==> config.mk <==
export PLATFORM = sky130hd
export DESIGN_NAME = stepper_pulse_sequencer
export DESIGN_NICKNAME = d
export VERILOG_FILES = /design/src/rtl/stepper_pkg.sv /design/src/rtl/step_axis_counter.sv /design/src/rtl/stepper_pulse_sequencer.sv
export SDC_FILE = /design/constraint.sdc
export NUM_CORES = 1
export LEC_CHECK = 0
export BUFFER_PORTS_ARGS = -buffer_cell sky130_fd_sc_hd__buf_4
export CAP_MARGIN = 10
export CORE_MARGIN = 3
export CORE_UTILIZATION = 32
export CTS_CLUSTER_SIZE = 10
export DETAILED_ROUTE_END_ITERATION = 16
export MAX_ROUTING_LAYER = met4
export PLACE_DENSITY_LB_ADDON = 0.25
export SLEW_MARGIN = 40
export SYNTH_ARGS = -nofsm -noshare
export SYNTH_HDL_FRONTEND = slang
export SYNTH_SLANG_ARGS = --single-unit
==> constraint.sdc <==
create_clock -name clk -period 3.08 [get_ports clk]
set_clock_uncertainty 0.2 [all_clocks]
set_input_delay 0.616 -clock clk [delete_from_list [all_inputs] [get_ports clk]]
set_output_delay 0.616 -clock clk [all_outputs]
set_load 0.02 [all_outputs]
==> src/rtl/stepper_pkg.sv <==
// Shared types and widths for the dual-axis step/direction pulse sequencer.
// STEP_POSITION_TRACK_EN enables the per-axis position accumulators.
package stepper_pkg;

    localparam int unsigned STEP_W = 9;
    localparam int unsigned POS_W  = 16;

    typedef enum logic [2:0] {
        ST_IDLE,
        ST_DIR_SETUP,
        ST_PULSE_HIGH,
        ST_PULSE_LOW,
        ST_DONE
    } state_e;

    // Per-axis command latched on a load
    typedef struct packed {
        logic              dir;
        logic [STEP_W-1:0] steps;
    } axis_cmd_t;

    function automatic int unsigned max3(input int unsigned a,
                                         input int unsigned b,
                                         input int unsigned c);
        int unsigned m;
        m = (a > b) ? a : b;
        return (m > c) ? m : c;
    endfunction

endpackage

==> src/rtl/step_axis_counter.sv <==
// One stepper axis: remaining-step counter, step pulse gating and latched direction.
// STEP_POSITION_TRACK_EN adds a saturating signed position accumulator.
module step_axis_counter
    import stepper_pkg::*;
(
    input  logic                    clk,
    input  logic                    rst_n,
    input  logic                    load,
    input  axis_cmd_t               cmd,
    input  logic                    fire,
    input  logic                    hold,
    output logic                    step,
    output logic                    dir,
`ifdef STEP_POSITION_TRACK_EN
    output logic signed [POS_W-1:0] pos,
`endif
    output logic                    pending_c
);

    logic [STEP_W-1:0] remaining;
    logic              take;

    // A slot only consumes a step when this axis still has one left
    assign take      = fire && (remaining != '0);
    assign pending_c = (remaining != '0);

    always_ff @(posedge clk or negedge rst_n) begin
        if (!rst_n) begin
            remaining <= '0;
            dir       <= 1'b0;
            step      <= 1'b0;
        end else begin
            if (load) begin
                remaining <= cmd.steps;
                dir       <= cmd.dir;
            end else if (take) begin
                remaining <= remaining - STEP_W'(1);
            end

            if (fire) begin
                step <= take;
            end else if (!hold) begin
                step <= 1'b0;
            end
        end
    end

`ifdef STEP_POSITION_TRACK_EN
    localparam logic signed [POS_W-1:0] POS_MAX = {1'b0, {(POS_W-1){1'b1}}};
    localparam logic signed [POS_W-1:0] POS_MIN = -POS_MAX;
    localparam logic signed [POS_W-1:0] POS_ONE = POS_W'(1);

    // Position persists across moves and saturates symmetrically
    always_ff @(posedge clk or negedge rst_n) begin
        if (!rst_n) begin
            pos <= '0;
        end else if (take) begin
            if (dir && (pos != POS_MAX)) begin
                pos <= pos + POS_ONE;
            end else if (!dir && (pos != POS_MIN)) begin
                pos <= pos - POS_ONE;
            end
        end
    end
`endif

endmodule

==> src/rtl/stepper_pulse_sequencer.sv <==
// Dual-axis step/direction sequencer: latches step counts on dataReady and emits
// slot-aligned step pulses. STEP_POSITION_TRACK_EN adds pos1/pos2 outputs.
module stepper_pulse_sequencer
    import stepper_pkg::*;
#(
    parameter int unsigned STEP_PERIOD      = 50000,
    parameter int unsigned PULSE_WIDTH      = 100,
    parameter int unsigned DIR_SETUP_CYCLES = 50
) (
    input  logic                    clk,
    input  logic                    reset,
    input  logic [STEP_W-1:0]       steps1,
    input  logic [STEP_W-1:0]       steps2,
    input  logic                    dir1,
    input  logic                    dir2,
    input  logic                    dataReady,
    output logic                    step1,
    output logic                    step2,
    output logic                    dirOut1,
    output logic                    dirOut2,
`ifdef STEP_POSITION_TRACK_EN
    output logic signed [POS_W-1:0] pos1,
    output logic signed [POS_W-1:0] pos2,
`endif
    output logic                    busy,
    output logic                    done,
    output logic                    overrun
);

    localparam int unsigned TMR_MAX = max3(STEP_PERIOD, PULSE_WIDTH, DIR_SETUP_CYCLES);
    localparam int unsigned TMR_W   = $clog2(TMR_MAX + 1);

    localparam logic [TMR_W-1:0] TMR_SETUP = TMR_W'(DIR_SETUP_CYCLES - 1);
    localparam logic [TMR_W-1:0] TMR_HIGH  = TMR_W'(PULSE_WIDTH - 1);
    localparam logic [TMR_W-1:0] TMR_LOW   = TMR_W'(STEP_PERIOD - PULSE_WIDTH - 1);

    state_e            state_q, state_d;
    logic [TMR_W-1:0]  tmr_q, tmr_d;
    logic              load_c, fire_c, hold_c;
    logic              pending1_c, pending2_c, any_pending_c;
    axis_cmd_t         cmd1, cmd2;

    assign cmd1          = '{dir: dir1, steps: steps1};
    assign cmd2          = '{dir: dir2, steps: steps2};
    assign any_pending_c = pending1_c || pending2_c;

    // State, shared slot timer and registered status outputs
    always_ff @(posedge clk or negedge reset) begin
        if (!reset) begin
            state_q <= ST_IDLE;
            tmr_q   <= '0;
            busy    <= 1'b0;
            done    <= 1'b0;
            overrun <= 1'b0;
        end else begin
            state_q <= state_d;
            tmr_q   <= tmr_d;
            busy    <= (state_d != ST_IDLE);
            done    <= (state_d == ST_DONE);
            if (load_c) begin
                overrun <= 1'b0;
            end else if (dataReady && (state_q != ST_IDLE)) begin
                overrun <= 1'b1;
            end
        end
    end

    // Next state, timer reload and per-slot strobes to the axes
    always_comb begin
        state_d = state_q;
        tmr_d   = (tmr_q == '0) ? '0 : tmr_q - TMR_W'(1);
        load_c  = 1'b0;
        fire_c  = 1'b0;

        unique case (state_q)
            ST_IDLE: begin
                if (dataReady) begin
                    load_c  = 1'b1;
                    state_d = ST_DIR_SETUP;
                    tmr_d   = TMR_SETUP;
                end
            end
            ST_DIR_SETUP, ST_PULSE_LOW: begin
                if (tmr_q == '0) begin
                    if (any_pending_c) begin
                        fire_c  = 1'b1;
                        state_d = ST_PULSE_HIGH;
                        tmr_d   = TMR_HIGH;
                    end else begin
                        state_d = ST_DONE;
                    end
                end
            end
            ST_PULSE_HIGH: begin
                if (tmr_q == '0) begin
                    state_d = ST_PULSE_LOW;
                    tmr_d   = TMR_LOW;
                end
            end
            ST_DONE: begin
                state_d = ST_IDLE;
            end
            default: begin
                state_d = ST_IDLE;
            end
        endcase
    end

    assign hold_c = (state_d == ST_PULSE_HIGH);

    step_axis_counter u_axis1 (
        .clk       (clk),
        .rst_n     (reset),
        .load      (load_c),
        .cmd       (cmd1),
        .fire      (fire_c),
        .hold      (hold_c),
        .step      (step1),
        .dir       (dirOut1),
`ifdef STEP_POSITION_TRACK_EN
        .pos       (pos1),
`endif
        .pending_c (pending1_c)
    );

    step_axis_counter u_axis2 (
        .clk       (clk),
        .rst_n     (reset),
        .load      (load_c),
        .cmd       (cmd2),
        .fire      (fire_c),
        .hold      (hold_c),
        .step      (step2),
        .dir       (dirOut2),
`ifdef STEP_POSITION_TRACK_EN
        .pos       (pos2),
`endif
        .pending_c (pending2_c)
    );

endmodule

==> results.py <==
metrics = {
    "status": {
        "status": "complete, no violations",
    },
    "cts": {
        "hold_buffers": 0,
        "cts_resized": 0,
        "cts_sinks": 44,
        "numCtsBuffers": 5,
        "tritoncts": "yes",
        "cts_setup_buffers": 0,
        "clkTransAtPathRegs_ns": 0.09,
        "clk_latency_ns": 0.30,
        "clockBufferDepth": 2,
        "ctsHtreeMaxLevel": 2,
        "clockRootBuffer": "clkbuf_8",
    },
    "global_route": {
        "grt_pass1_vias": 2065,
        "grt_pass1_wl_um": 9853,
        "met2_usage": 0.2214,
        "grtUsageMet3": 0.02518,
        "grt_max_degree": 45,
        "gr-total-overflow": 0,
        "grt.total_usage": 0.1456,
        "grt.busiest_layer": "met2",
        "use_met1": 0.1982,
        "antenna_found_initial": 0,
    },
    "run": {
        "maxCapViolCount": 0,
    },
    "power": {
        "irDropWorstVdd_uv": 292.5,
        "leakage_uw": 0.001166,
        "cellPowerDensity_nw_per_um2": 764.9,
    },
    "floorplan": {
        "core-area_um2": 7292,
        "dieHeight_um": 92.85,
        "ios": 30,
        "dieArea_um2": 8620,
        "row_count": 31,
        "die_w_um": 92.85,
        "start_util": 0.3310,
    },
    "detailed_routing": {
        "antenna_left": 0,
        "post_drt_wl_per_cell_um": 14.39,
        "dr.pass1.iters": 4,
        "drc": 0,
        "wirelength_um": 5726,
        "first_iter_violations": 77,
        "vias": 2054,
        "avgViaCountPerCell": 5.161,
    },
    "critical_path": {
        "rr_startpoint": "tmr_q[8]",
        "startpoint_type": "flip-flop",
        "cp_cell_sequence": "or4_1 > or4_4 > nor4_4 > mux2i_1 > mux2_4",
        "path_max_fanout": 11,
        "max_stage_delay_ns": 0.56,
        "critical_path_arrival_ns": 2.78,
        "critPathKind": "reg2reg",
        "slowest_stage": "or4_1",
        "required_ns": 3.08,
        "cp-startpoint": "tmr_q[8]",
        "end_kind": "flip-flop",
    },
    "synthesis": {
        "synthAdderAreaFrac": 0.03110,
        "async_flop_share": 1.000,
        "synth_seq_area_share": 0.4562,
        "synthTopCellsByArea": "dfrtp_1, xnor2_1, nand2_1, nor2_1, ha_1",
        "synth_xor_area_frac": 0.07258,
        "synth-simple-area-share": 0.2898,
        "synth_ff_type": "dfrtp_1",
        "synth-compound-area-share": 0.1151,
        "synthMuxAreaShare": 0.01037,
        "synth_cells": 261,
        "synth_area_per_cell_um2": 9.247,
        "synth_top_area_frac": 0.4562,
        "synth_edf_count": 0,
        "yosys_warnings": 0,
        "netlist.top_cell.by_area": "dfrtp_1",
        "synth_fp_nets": 290,
        "yosysUniqueCellTypes": 41,
        "synth_top_family_by_area": "simple AND/OR/NAND/NOR gates",
        "synth_seq_cells": 44,
        "synth.cell_area_um2": 2414,
    },
    "timing": {
        "max_freq_mhz": 360.0,
        "hold_viol_final": 0,
        "setup_tns_ns": 0,
        "period_needed_ns": 2.778,
        "period_share": 0.9019,
        "slew_headroom": 0.6249,
        "slew_viol_final": 0,
        "worst_pin_slew_ns": 0.5627,
        "timing.hold.ws_ns": 0.1064,
        "setup_violations": 0,
        "grt_setup_unrepaired": "no",
    },
    "cells_and_area": {
        "areaGrowthSynthToFinish_pct": 19.60,
        "final_common_cell": "dfrtp_1",
        "drive_gt1_frac": 0.1839,
        "layout_common_cells": "dfrtp_1, buf_4, nand2_1, nor2_1, xnor2_1",
        "fin_nets": 327,
        "fillers": 779,
        "fin_area_um2": 2887,
        "antenna_cells": 0,
    },
    "min_path": {
        "holdCritPathClass": "in2async",
    },
    "place": {
        "gp_congestion": 0.8380,
        "dp_hpwl_um": 4109,
        "io_buffers": 29,
        "dpl-instance-area_um2": 2789,
    },
}
-- cell type report --
cell class,instances,area (um2),share of cell area
Tap cell,99,123.9,0.04291
Inverter,7,26.28,0.009103
Clock inverter,2,15.01,0.005202
Multi-Input combinational cell,202,1252,0.4339
Sequential cell,44,1101,0.3814
Timing Repair Buffer,38,285.3,0.09883
Clock buffer,6,82.58,0.02861
-- sequential cells by signal (all words and copies together), names as in the netlist --
register,cells
tmr_q,16
u_axis1.remaining,9
u_axis2.remaining,9
state_q,3
busy,1
done,1
overrun,1
u_axis1.dir,1
u_axis1.step,1
u_axis2.dir,1
u_axis2.step,1
-- worst max-delay path, delay by kind of cell (launching register included) --
kind / cells / cell delay, ns
simple gates: 3 / 1.62
flops: 1 / 0.44
mux: 2 / 0.41
-- per-layer routing --
metal | up-vias | routed length, um
met2 | 42 | 2554
met1 | 990 | 2811
li1 | 1011 | -
met4 | 0 | 114
met5 | - | 0
met3 | 11 | 244
-- cell usage after synthesis, drive strengths merged (3+ instances only) --
master  number
inv          7
xor2         5
or4         10
nand2       32
a31oi        4
nor2        33
nor4        13
xnor2       15
o21ai       13
nor3         7
nand3       11
o211ai       4
nand4        3
a21oi       11
nand2b       3
clkbuf       7
o311ai       3
nor4b        3
ha           6
nor2b        3
dfrtp       44
or3          3
-- kinds of logic (layout without fill, tap and decap cells) --
kind of cell               count (synthesis)  after routing
xor gates and xnor gates                  20             20
buffers and inverters                     15             53
adders and majority gates                  6              6
AOI/OAI and AO/OA                         44             44
muxes                                      2              2
and+or+nand+nor                          130            130
DFF                                       44             44
-- path summary, 6_finish.rpt --
path                                   endpoint  slack [ns]  cells after the start
min in group clk                    u_axis2.dir        0.28                      2
max in group asynchronous  u_axis1.remaining[4]        2.20                      1
setup / recovery           u_axis2.remaining[1]        0.30                      5
hold / removal                         tmr_q[1]        0.11                      1
hold reg to reg                     u_axis2.dir        0.28                      2
setup reg to reg           u_axis2.remaining[1]        0.30                      5
-- power breakdown --
part           internal, uW  switching, uW  leakage [uW]
combinational           375            382      0.000591
sequential              808            253      0.000532
clock                   182            210     0.0000434
-- stage by stage --
stage / instances / power, uW / util / setup WS, ns
after floorplan: 261 / 1608 / - / 0.5769
after global placement: 390 / 1806 / 0.3825 / 0.3340
after detailed placement: 390 / 1825 / 0.3825 / 0.3094
after CTS: 398 / 2230 / 0.3958 / 0.2910
after global routing: 398 / 2395 / 0.3958 / 0.1351
final: 398 / 2208 / 0.3958 / 0.3021
Power figures use the tool's default switching activity.
